--- config.mk ---
export PLATFORM = sky130hd
export DESIGN_NAME = antilog_iter
export DESIGN_NICKNAME = d
export VERILOG_FILES = /design/src/rtl/antilog_iter_pkg.sv /design/src/rtl/antilog_iter_lut.sv /design/src/rtl/antilog_iter.sv
export SDC_FILE = /design/constraint.sdc
export NUM_CORES = 1
export LEC_CHECK = 0
export CAP_MARGIN = 20
export CORE_AREA = 5 5 132 134
export CTS_BUF_LIST = sky130_fd_sc_hd__clkbuf_4 sky130_fd_sc_hd__clkbuf_8 sky130_fd_sc_hd__clkbuf_16
export CTS_CLUSTER_SIZE = 30
export DETAILED_ROUTE_END_ITERATION = 7
export DIE_AREA = 0 0 137 139
export PLACE_DENSITY = 0.56
export REMOVE_ABC_BUFFERS = 1
export SETUP_SLACK_MARGIN = 0.2
export SYNTH_ARGS = -nofsm -noshare
export SYNTH_HDL_FRONTEND = slang
export SYNTH_SLANG_ARGS = --single-unit
--- constraint.sdc ---
create_clock -name clk -period 5.4 [get_ports clk]
set_input_delay 1.08 -clock clk [delete_from_list [all_inputs] [get_ports clk]]
set_output_delay 1.08 -clock clk [all_outputs]
set_load 0.02 [all_outputs]
--- src/rtl/antilog_iter_pkg.sv ---
// Shared constants, log2(1-2^-i) table and FSM state type for the antilog unit.
package antilog_iter_pkg;

    localparam int unsigned TABLE_DEPTH = 10;
    localparam int unsigned ENTRY_W     = 16;
    localparam int unsigned IDX_W       = 4;

    localparam logic [15:0] ONE_Q15 = 16'h8000;

    // bit15 = sign (all entries negative), bits[7:0] = fraction of log2(1-2^-i)
    localparam logic [ENTRY_W-1:0] LOG_TABLE [TABLE_DEPTH] = '{
        16'h8100, 16'h806A, 16'h8031, 16'h8017, 16'h800B,
        16'h8005, 16'h8002, 16'h8001, 16'h8000, 16'h8000
    };

    typedef enum logic [1:0] {
        IDLE  = 2'd0,
        ITER  = 2'd1,
        SHIFT = 2'd2,
        DONE  = 2'd3
    } state_e;

endpackage

--- src/rtl/antilog_iter_lut.sv ---
// Combinational ROM over LOG_TABLE; index i selects entry i (1-based), others read 0.
module antilog_lut
    import antilog_iter_pkg::*;
(
    input  logic [IDX_W-1:0]   idx_i,
    output logic [ENTRY_W-1:0] entry_o
);

    always_comb begin
        entry_o = '0;
        case (idx_i)
            4'd1:    entry_o = LOG_TABLE[0];
            4'd2:    entry_o = LOG_TABLE[1];
            4'd3:    entry_o = LOG_TABLE[2];
            4'd4:    entry_o = LOG_TABLE[3];
            4'd5:    entry_o = LOG_TABLE[4];
            4'd6:    entry_o = LOG_TABLE[5];
            4'd7:    entry_o = LOG_TABLE[6];
            4'd8:    entry_o = LOG_TABLE[7];
            4'd9:    entry_o = LOG_TABLE[8];
            4'd10:   entry_o = LOG_TABLE[9];
            default: entry_o = '0;
        endcase
    end

endmodule

--- src/rtl/antilog_iter.sv ---
// Iterative y = 2^(-x): shift-and-subtract normalisation on the fraction, then integer shift.
module antilog_iter
    import antilog_iter_pkg::*;
#(
    parameter int unsigned XLEN_PIXEL = 8,
    parameter int unsigned ITERATOR   = 8
) (
    input  logic                    clk,
    input  logic                    rst,
    input  logic                    in_valid,
    output logic                    in_ready,
    input  logic [2*XLEN_PIXEL-1:0] x_in,
    output logic                    out_valid,
    input  logic                    out_ready,
    output logic [2*XLEN_PIXEL-1:0] y_out
);

    localparam int unsigned W  = 2 * XLEN_PIXEL;
    localparam int unsigned RW = XLEN_PIXEL + 1;
    localparam int unsigned MW = ENTRY_W - 1;

    state_e                state_q, state_d;
    logic [XLEN_PIXEL-1:0] k_q, k_d;
    logic [RW-1:0]         r_q, r_d;
    logic [W-1:0]          y_q, y_d;
    logic [IDX_W-1:0]      i_q, i_d;
    logic                  in_ready_q, in_ready_d;
    logic                  out_valid_q, out_valid_d;

    logic [ENTRY_W-1:0]    entry;
    logic [MW-1:0]         mag;
    logic                  take;

    antilog_lut u_lut (
        .idx_i   (i_q),
        .entry_o (entry)
    );

    assign mag  = entry[MW-1:0];
    assign take = entry[ENTRY_W-1] && (mag != '0) && (MW'(r_q) >= mag);

    always_ff @(posedge clk or posedge rst) begin
        if (rst) begin
            state_q     <= IDLE;
            k_q         <= '0;
            r_q         <= '0;
            y_q         <= '0;
            i_q         <= IDX_W'(1);
            in_ready_q  <= 1'b1;
            out_valid_q <= 1'b0;
        end else begin
            state_q     <= state_d;
            k_q         <= k_d;
            r_q         <= r_d;
            y_q         <= y_d;
            i_q         <= i_d;
            in_ready_q  <= in_ready_d;
            out_valid_q <= out_valid_d;
        end
    end

    always_comb begin
        state_d = state_q;
        k_d     = k_q;
        r_d     = r_q;
        y_d     = y_q;
        i_d     = i_q;
        case (state_q)
            IDLE: begin
                if (in_valid && in_ready_q) begin
                    k_d     = x_in[W-1:XLEN_PIXEL];
                    r_d     = {1'b0, x_in[XLEN_PIXEL-1:0]};
                    y_d     = W'(ONE_Q15);
                    i_d     = IDX_W'(1);
                    state_d = ITER;
                end
            end
            ITER: begin
                if (take) begin
                    r_d = r_q - RW'(mag);
                    y_d = y_q - (y_q >> i_q);
                end
                i_d = i_q + IDX_W'(1);
                if (i_q == IDX_W'(ITERATOR)) begin
                    state_d = SHIFT;
                end
            end
            SHIFT: begin
                y_d     = (k_q >= XLEN_PIXEL'(W)) ? '0 : (y_q >> k_q);
                state_d = DONE;
            end
            DONE: begin
                if (out_ready) begin
                    state_d = IDLE;
                end
            end
            default: state_d = IDLE;
        endcase
        in_ready_d  = (state_d == IDLE);
        out_valid_d = (state_d == DONE);
    end

    assign in_ready  = in_ready_q;
    assign out_valid = out_valid_q;
    assign y_out     = y_q;

endmodule
==> impl_results.md, run 1 <==
- DR pass1 iterations: 5
- Die area: roughly 19000 um2
- Routed WL: 14.90 mm
- CTS tree: yes
- Synth-to-Final Area Change: 14.09%
- Crit-path cells: mux2i_1 > o22a_1 > nor2_1 > a21oi_1 > nand2_1 > o21ai_0 > ha_1 > nor2b_1 > o2111ai_1 > a2111oi_1 > nor4_1 > or3_1 > a21oi_1
- H-tree depth: 2
- Worst slew pin tran: 1.086 ns
- Tmin final: between 4 and 5 ns
- Via-to-Cell Ratio: approximately 5.7
- Clock Sinks: 41
- Final Setup Violations: 0
- Die W: around 140 um
- WS Path Type: reg2reg
- Crit path required time: approximately 5.6 ns
- 1st-iter DRT viols: 500
- Post-route DRC: 0
- Post-CTS setup buffer count: 0
- Post-detail-place hpwl: about 11 mm
- Hold Crit Class: reg2reg
- # hold bufs at CTS: 0
- Yosys reg bits: between 40 and 50
- Hold path startpoint: k_q[4]
- Fraction of layout cells with a size suffix above 1: 0.09475
- Max-cap check violation count: 0
- Syn avg cell area: roughly 8.2 um2
- Starting Density: 0.2938
- Reg2reg start: i_q[1]
- Largest net degree at the start of global routing: 42
- Crit start category: register
- Vias in the first global route: approximately 4600
- CTS buffer count: 5
- WHS Endpoint: k_q[4]
- RD Place Congestion: 0.9192
- DRT antenna net count: 0
- # port buffers: 37
- Cell variety after synth: 70
- Reg2Reg Depth: 13
- Reg2Reg Capture Point: y_out[11]
- Die Y-Extent: roughly 140 um
- Synth async-reset ratio: 1.000
- Fmax: 0.2443 GHz
- Cell depth of the worst min-delay path: 1
- Top_reg_cell synth: dfrtp_1
- Seq/Total Area, Yosys: 0.2164
- Worst-case clock buffer depth: 2
- Clk_skew: ~0.0057 ns
- Fill count: roughly 1700
- Clk_lat worst skew: approximately 0.3 ns
- Post-CTS Resized: 0
- RSZ-0062 raised after global routing: false
- Core area: roughly 16000 um2
- Critical Path End Type: register
- Post-synth EDFFs: 0
- Root Driver: clkbuf_16
- Wire length per cell: about 18 um
- Crit-path max cell delay: between 1 and 1.5 ns
- Fin util: 0.3352
- # diodes: 0
- First-pass GRT wire length: between 20 and 25 mm
- Outcome: finished, final reports clean
- Most frequent CP cell: a21oi_1
- Cells after synthesis: about 580
- Initial antenna violation count: 0
- Tcrit/Tclk final: 0.7580
- Worst path slowest cell: dfrtp_1
- Gr ovfl total: 0
- Vias: between 4000 and 5000
- CTS clock-pin slew for the worst setup and hold paths: ~0.060 ns
- Total track usage: 0.1571
- Nets@finish: approximately 650
- R2r setup slk: between 1 and 1.5 ns
- Worst EP arrival: roughly 4.3 ns
- Sum Neg Setup Slack: 0 ns
- Syn Std Cell Area: 4752 um2
- Slew Limit Fails: 0
- Io pins: 38
- Rows: 47
- Warnings, synthesis: 0
- CP Max Fanout: 30
- Final hold vios: 0
- Max transition margin: 0.2762
Yosys cell counts, types with 5 or more instances:
cell type  count  share of area
a211o_1        8          0.015
a211oi_1       8          0.013
a21o_1         6         0.0095
a21oi_1       44          0.046
a31oi_1       10          0.013
and2_1         7         0.0092
and3_1         5         0.0066
buf_2          5         0.0053
clkbuf_1      23          0.018
dfrtp_1       39           0.21
ha_1          37          0.097
inv_1         24          0.019
mux2_2        16          0.038
mux2i_1       32          0.067
mux4_2        13          0.062
nand2_1       67          0.053
nand2b_1       7         0.0092
nand3_1       14          0.015
nor2_1        41          0.032
nor2b_1        9          0.012
nor3_1        11          0.012
o21a_1         8          0.013
o21ai_0       38          0.040
o22ai_1        7         0.0092
or2_2          5         0.0066
or3_1         10          0.013
state kept, by name (all words and copies together), names as in the netlist:
register   cells
in_ready       1
r_q            9
state_q        2
y_out         16
out_valid      1
i_q            4
k_q            8
per-stage QoR:
step | std cells | cell area, um2 | hold WS, ns | setup WS (ns)
after floorplan | 542 | 4588 | 0.4701 | 1.874
after global placement | 803 | 5264 | 0.4860 | 1.450
after detailed placement | 803 | 5264 | 0.4899 | 1.315
after CTS | 811 | 5421 | 0.5038 | 1.320
after global routing | 811 | 5421 | 0.5264 | 0.9715
final | 811 | 5421 | 0.5036 | 1.307
critical path: cells and delay by family, from the launching register on:
kind | cells | cell delay (ns)
muxes | 1 | 0.25
adders and majority gates | 1 | 0.30
DFF | 1 | 1.06
AOI/OAI and AO/OA | 6 | 1.58
and+or+nand+nor | 5 | 0.82
kinds of logic (layout without fill, tap and decap cells):
kind of cell | after synthesis | in the layout | synth area share
xor+xnor | 6 | 6 | 0.01106
flops | 41 | 41 | 0.2164
compound gates | 177 | 177 | 0.2493
fa+ha+maj | 39 | 39 | 0.1058
simple gates | 193 | 193 | 0.1962
buf+inv | 60 | 74 | 0.05424
mux | 61 | 61 | 0.1669
metal layers:
layer	part of all wire	track usage	wire length (um)
met2	0.48	0.2587	7096
met4	0.043	0.07668	643
met3	0.072	0.02903	1077
met5	0	0	0
met1	0.41	0.1956	6085
cell usage in the layout, fill, tap and decap left out, types with 3 or more instances in the layout:
master           synthesis  layout
or3_1                   10      10
a21oi_1                 44      44
o2111ai_1                4       4
buf_4                    1       4
ha_1                    37      37
nor2_1                  41      41
inv_1                   24      23
and3_1                   5       5
o21ai_0                 38      38
a221oi_1                 4       4
o31a_1                   4       4
a31oi_1                 10      10
nor2b_1                  9       9
nand2_1                 67      67
nor3_1                  11      11
clkbuf_16                0       5
o21a_1                   8       8
a211oi_1                 8       8
o22ai_1                  7       7
a22oi_1                  3       3
or2_2                    5       5
nand3_1                 14      14
mux4_2                  13      13
xnor2_1                  4       4
clkdlybuf4s50_1          0      37
a21o_1                   6       6
nand2b_1                 7       7
o211a_1                  3       3
and2_1                   7       7
dfrtp_1                 39      39
nand4_1                  4       4
a211o_1                  8       8
o31ai_1                  3       3
mux2_2                  16      16
a311oi_1                 3       3
mux2i_1                 32      32
a2111oi_0                4       4
worst max-delay path by stage:
stage,cells past startpoint,slack (ns),to,start
after floorplan,12,1.87,y_out[11],i_q[1]
after global placement,11,1.45,y_out[11],i_q[1]
after detailed placement,13,1.31,y_out[11],i_q[1]
after CTS,13,1.32,y_out[11],i_q[1]
after global routing,13,0.97,y_out[11],i_q[1]
final,13,1.31,y_out[11],i_q[1]
area by class of cell:
class                   instances  area, um2  area share
clock inverters                 1      5.005   0.0009231
well taps                     220      275.3     0.05077
clock buffers                   7      152.6     0.02816
repair buffers                 41      400.4     0.07385
inverters                      25      93.84     0.01731
flip-flops and latches         41       1028      0.1897
multi-input cells             476       3466      0.6393
Power of run 1 is not shown: default switching activity piles up to over one toggle a cycle in this logic, so the estimate is an artifact.
==> inputs of run 2 (changes only) <==
--- a/config.mk
+++ b/config.mk
@@ -11,7 +11,7 @@
 export CTS_CLUSTER_SIZE = 30
 export DETAILED_ROUTE_END_ITERATION = 7
 export DIE_AREA = 0 0 137 139
-export PLACE_DENSITY = 0.56
+export PLACE_DENSITY = 0.58
 export REMOVE_ABC_BUFFERS = 1
 export SETUP_SLACK_MARGIN = 0.2
 export SYNTH_ARGS = -nofsm -noshare
==> constraint.sdc (replaced) <==
create_clock -name clk -period 3.4 [get_ports clk]
set_input_delay 0.68 -clock clk [delete_from_list [all_inputs] [get_ports clk]]
set_output_delay 0.68 -clock clk [all_outputs]
set_load 0.02 [all_outputs]
==> impl_results.md, run 2 (synthesis results as in run 1) <==
- WHS Endpoint: k_q[4]
- Tmin final: approximately 3.2 ns
- Synth-to-Final Area Change: 30.91%
- Worst path slowest cell: dfstp_2
- Reg2Reg Depth: 12
- Initial antenna violation count: 0
- Reg2Reg Capture Point: y_out[14]
- Crit path required time: between 3 and 4 ns
- Crit-path max cell delay: approximately 0.64 ns
- Finished Layout Cells: between 800 and 900
- Fmax: around 0.31 GHz
- # port buffers: 37
- Tcrit/Tclk final: 0.9395
- DR pass1 iterations: 5
- Core area: approximately 16000 um2
- Post-route DRC: 0
- WP buf/inv: 1
- H-tree depth: 2
- Via-to-Cell Ratio: 5.576
- Wire length per cell: around 19 um
- Cells after DPL: ~850
- Die W: 137 um
- Root Driver: clkbuf_16
- Max reg flops: 16
- First-pass GRT wire length: ~26 mm
- R2r setup slk: 0.21 ns
- Fraction of layout cells with a size suffix above 1: 0.2591
- Crit-path cells: mux4_2 > mux2i_1 > nand2_1 > o21ai_2 > ha_1 > buf_6 > o21a_1 > o31a_1 > o21a_1 > a211o_1 > mux2i_1 > a21oi_1
- CP Max Fanout: 7
- RSZ-0062 raised after global routing: true
- 1st-iter DRT viols: about 460
- WS Path Type: reg2reg
- Total track usage: 0.1683
- Crit start category: register
- Outcome: finished, final reports clean
- Clk_lat worst skew: around 0.3 ns
- CTS tree: yes
- Largest net degree at the start of global routing: 42
- CP delay by family, top: compound AO/OA/AOI/OAI gates
- Reg2reg start: i_q[0]
- Slew Limit Fails: 0
- Vias: about 5000
- Die area: roughly 19000 um2
- Max-cap check violation count: 0
- Cell depth of the worst min-delay path: 1
- Gr ovfl total: 0
- # diodes: 0
- Final hold vios: 0
- Rows: 47
- Most common cell after layout, fill and taps aside: nand2_1
- Vias in the first global route: about 4800
- Clk_skew: about 0.013 ns
- Worst EP arrival: between 3 and 4 ns
- DRT antenna net count: 0
- Hold path startpoint: k_q[4]
- Routed WL: 16.33 mm
- Worst slew pin tran: 1.193 ns
- Commonest cells after routing, fill and taps aside: nand2_1, buf_4, nor2_1, dfrtp_1, clkdlybuf4s50_1
- CTS buffer count: 5
- Final Setup Violations: 0
- CTS clock-pin slew for the worst setup and hold paths: approximately 0.060 ns
- Post-detail-place hpwl: around 12 mm
- Worst-case clock buffer depth: 2
- Clock Sinks: 41
- Critical Path End Type: register
- Hold Crit Class: reg2reg
- Nets@finish: just over 700
- Max transition margin: 0.1961
- Io pins: 38
- RD Place Congestion: between 0.9 and 1
- Die Y-Extent: ~140 um
- Starting Density: 0.2938
[run 2: cell count changes in the layout (fill, tap and decap cells not counted), sizes merged]
cell and delta:
buf +65, clkbuf -1, clkinv +1
[run 2: how the worst max path moves through the flow]
stage                       from   endpoint  slack [ns]  cells past startpoint
after detailed placement  i_q[0]  y_out[11]       -0.16                     13
final                     i_q[0]  y_out[14]        0.21                     12
after floorplan           i_q[1]  y_out[11]       -0.13                     12
after global routing      i_q[0]     r_q[8]        0.08                     14
after global placement    i_q[0]  y_out[11]       -0.07                     13
after CTS                 i_q[0]  y_out[14]        0.19                     12
[run 2: layout make-up]
| type | count | area [um2] |
|---|---|---|
| repair buffers | 106 | 918.4 |
| fillers | 1618 | 9951 |
| inverters | 25 | 93.84 |
| flip-flops and latches | 41 | 1031 |
| clock inverters | 2 | 10.01 |
| clock buffers | 6 | 132.6 |
| multi-input cells | 476 | 3760 |
| well taps | 220 | 275.3 |
[run 2: repair_timing]
action                                  in CTS  in global routing
buffers inserted                             8                 13
gates cloned                                 0                  0
hold buffers                                 0                  0
gates resized for setup                     27                 55
pin swaps                                    9                 24
endpoints found under the setup margin      17                 18
[run 2: per-layer routing]
layer / share of wire / GRT usage / vias to the layer above
li1: - / - / 2317
met1: 0.41 / 0.2042 / 2361
met2: 0.49 / 0.2915 / 169
met3: 0.066 / 0.03338 / 38
met4: 0.030 / 0.06197 / 0
met5: 0 / 0 / -
[run 2: through the flow]
step           hold WS [ns]  setup slack, ns  utilization  area [um2]  TNS [ns]
6_report             0.5152           0.2055       0.3847        6221         0
5_1_grt              0.5345          0.07683       0.3847        6221         0
4_1_cts              0.5288           0.1906       0.3660        5919         0
3_5_place_dp         0.5147          -0.1560       0.3459        5594   -0.2503
3_3_place_gp         0.4848         -0.07370       0.3459        5594  -0.07370
2_1_floorplan        0.4701          -0.1260            -        4588   -0.3919
Power of run 2 is left out for the same reason.
==> inputs of run 3 (changes only) <==
--- a/config.mk
+++ b/config.mk
@@ -6,11 +6,11 @@
 export NUM_CORES = 1
 export LEC_CHECK = 0
 export CAP_MARGIN = 20
-export CORE_AREA = 5 5 132 134
+export CORE_AREA = 2 2 129 131
 export CTS_BUF_LIST = sky130_fd_sc_hd__clkbuf_4 sky130_fd_sc_hd__clkbuf_8 sky130_fd_sc_hd__clkbuf_16
 export CTS_CLUSTER_SIZE = 30
 export DETAILED_ROUTE_END_ITERATION = 7
-export DIE_AREA = 0 0 137 139
+export DIE_AREA = 0 0 131 133
 export PLACE_DENSITY = 0.58
 export REMOVE_ABC_BUFFERS = 1
 export SETUP_SLACK_MARGIN = 0.2
==> impl_results.md, run 3 (synthesis results as in run 1) <==
- Routed WL: 16.77 mm
- Die W: 131 um
- Post-route DRC: 0
- Post-detail-place hpwl: 12.05 mm
- Clk_lat worst skew: approximately 0.31 ns
- Core area: about 16000 um2
- Met3 WL post-DR: approximately 960 um
- Routed length on met2: 8.271 mm
- CTS clock-pin slew for the worst setup and hold paths: 0.07 ns
- Tmin final: around 3.2 ns
- Io pins: 38
- Synth-to-Final Area Change: 34.97%
- Nets@finish: 720
- Fraction of layout cells with a size suffix above 1: 0.2764
- Hold Crit Class: reg2reg
- CTS buffer count: 5
- RSZ-0062 raised after global routing: true
- Largest net degree at the start of global routing: 30
- Placed inst area: between 5000 and 6000 um2
- DRT met1 WL: approximately 7.0 mm
- # port buffers: 37
- First-pass GRT wire length: ~25 mm
- Vias in the first global route: 4798
- CTS tree: yes
- Most common cell after layout, fill and taps aside: nand2_1
- Starting Density: 0.2938
- Worst EP arrival: roughly 3.4 ns
- Initial antenna violation count: 0
- Via-to-Cell Ratio: approximately 5.6
- CP delay by family, top: compound AO/OA/AOI/OAI gates
- Root Driver: clkbuf_16
- DRT antenna net count: 0
- Tcrit/Tclk final: 0.9546
- Vias: about 5000
- Critical Path End Type: register
- Final hold vios: 0
- Fin area: between 6000 and 7000 um2
- # hold bufs at CTS: 0
- Max transition margin: 0.3913
- Slew Limit Fails: 0
- DR pass1 iterations: 5
- Worst-case clock buffer depth: 2
- Final Setup Violations: 0
- Die area: between 15000 and 20000 um2
- # diodes: 0
- RD Place Congestion: ~0.95
- Commonest cells after routing, fill and taps aside: nand2_1, buf_4, nor2_1, dfrtp_1, clkdlybuf4s50_1
- Max reg flops: 16
- Rows: 47
- 1st-iter DRT viols: roughly 340
- Crit-path max cell delay: roughly 0.65 ns
- Gr ovfl total: 0
- Worst path slowest cell: dfstp_2
- Crit start category: register
- Clk_skew: 0.01355 ns
- Fmax: 0.3081 GHz
- Crit path required time: 3.58 ns
- Outcome: finished, final reports clean
- Clock Sinks: around 40
- Wire length per cell: approximately 19 um
- DR top layer: met4
- Die Y-Extent: 133 um
- H-tree depth: 2
- WP buf/inv: 1
- Crit-path cells: buf_12 > mux4_2 > nand2_1 > o21ai_1 > a22oi_2 > ha_1 > a2111o_1 > o21a_1 > a211o_1 > mux2i_1 > a21oi_1
- Max-cap check violation count: 0
- WS Path Type: reg2reg
- CP Max Fanout: 5
- Worst slew pin tran: about 0.91 ns
- Total track usage: 0.1874
[run 3: cell types whose count changed in the layout (fill, tap and decap cells not counted), sizes merged]
cell | before | now
clkinvlp | 0 | 4
inv | 23 | 22
clkinv | 4 | 1
bufinv | 0 | 1
buf | 69 | 74
[run 3: layer usage]
| layer | track usage | vias to the layer above |
|---|---|---|
| met5 | 0 | - |
| met4 | 0.07920 | 0 |
| met3 | 0.02952 | 37 |
| met2 | 0.3083 | 165 |
| met1 | 0.2419 | 2433 |
| li1 | - | 2328 |
[run 3: stage by stage]
stage	utilization	setup TNS (ns)	hold WS, ns	cells	setup WS, ns
after detailed placement	0.3434	-0.06675	0.4923	839	-0.05899
after floorplan	-	-0.3919	0.4701	542	-0.1260
after global placement	0.3417	0	0.4852	838	0.05635
final	0.3966	0	0.5031	882	0.1545
after CTS	0.3689	0	0.5067	863	0.1508
after global routing	0.3966	-0.02878	0.5288	882	-0.02878
[run 3: worst paths after layout]
check,cells past startpoint,slack [ns],to,startpoint
worst max-delay path,11,0.15,y_out[14],i_q[0]
worst min-delay path,1,0.50,k_q[4],k_q[4]
worst max register to register,11,0.15,y_out[14],i_q[0]
worst min register to register,1,0.50,k_q[4],k_q[4]
max in group asynchronous,3,2.19,y_out[4],rst
min in group asynchronous,2,0.64,y_out[7],rst
[run 3: layout make-up]
| type | count | area, um2 |
|---|---|---|
| fillers | 1599 | 9758 |
| inverters | 25 | 101.3 |
| clock inverters | 2 | 37.54 |
| repair inverters | 1 | 7.507 |
| clock buffers | 6 | 138.9 |
| multi-input cells | 476 | 3814 |
| repair buffers | 111 | 1010 |
| flip-flops and latches | 41 | 1030 |
| well taps | 220 | 275.3 |
[run 3: what timing repair did]
action                                  in CTS  in global routing
pin swaps                                   19                 36
gates cloned                                 1                  0
endpoints found under the setup margin      16                 18
resized for setup                           28                 70
buffers inserted                            15                 19
[run 3: worst register-to-register path, delay by kind of cell, from the launching register on]
kind / cells / cell delay [ns]
muxes: 2 / 0.68
and+or+nand+nor: 1 / 0.09
AOI/OAI and AO/OA: 6 / 1.27
buffers and inverters: 1 / 0.14
adders and majority gates: 1 / 0.31
DFF: 1 / 0.65
Power of run 3 is left out for the same reason.
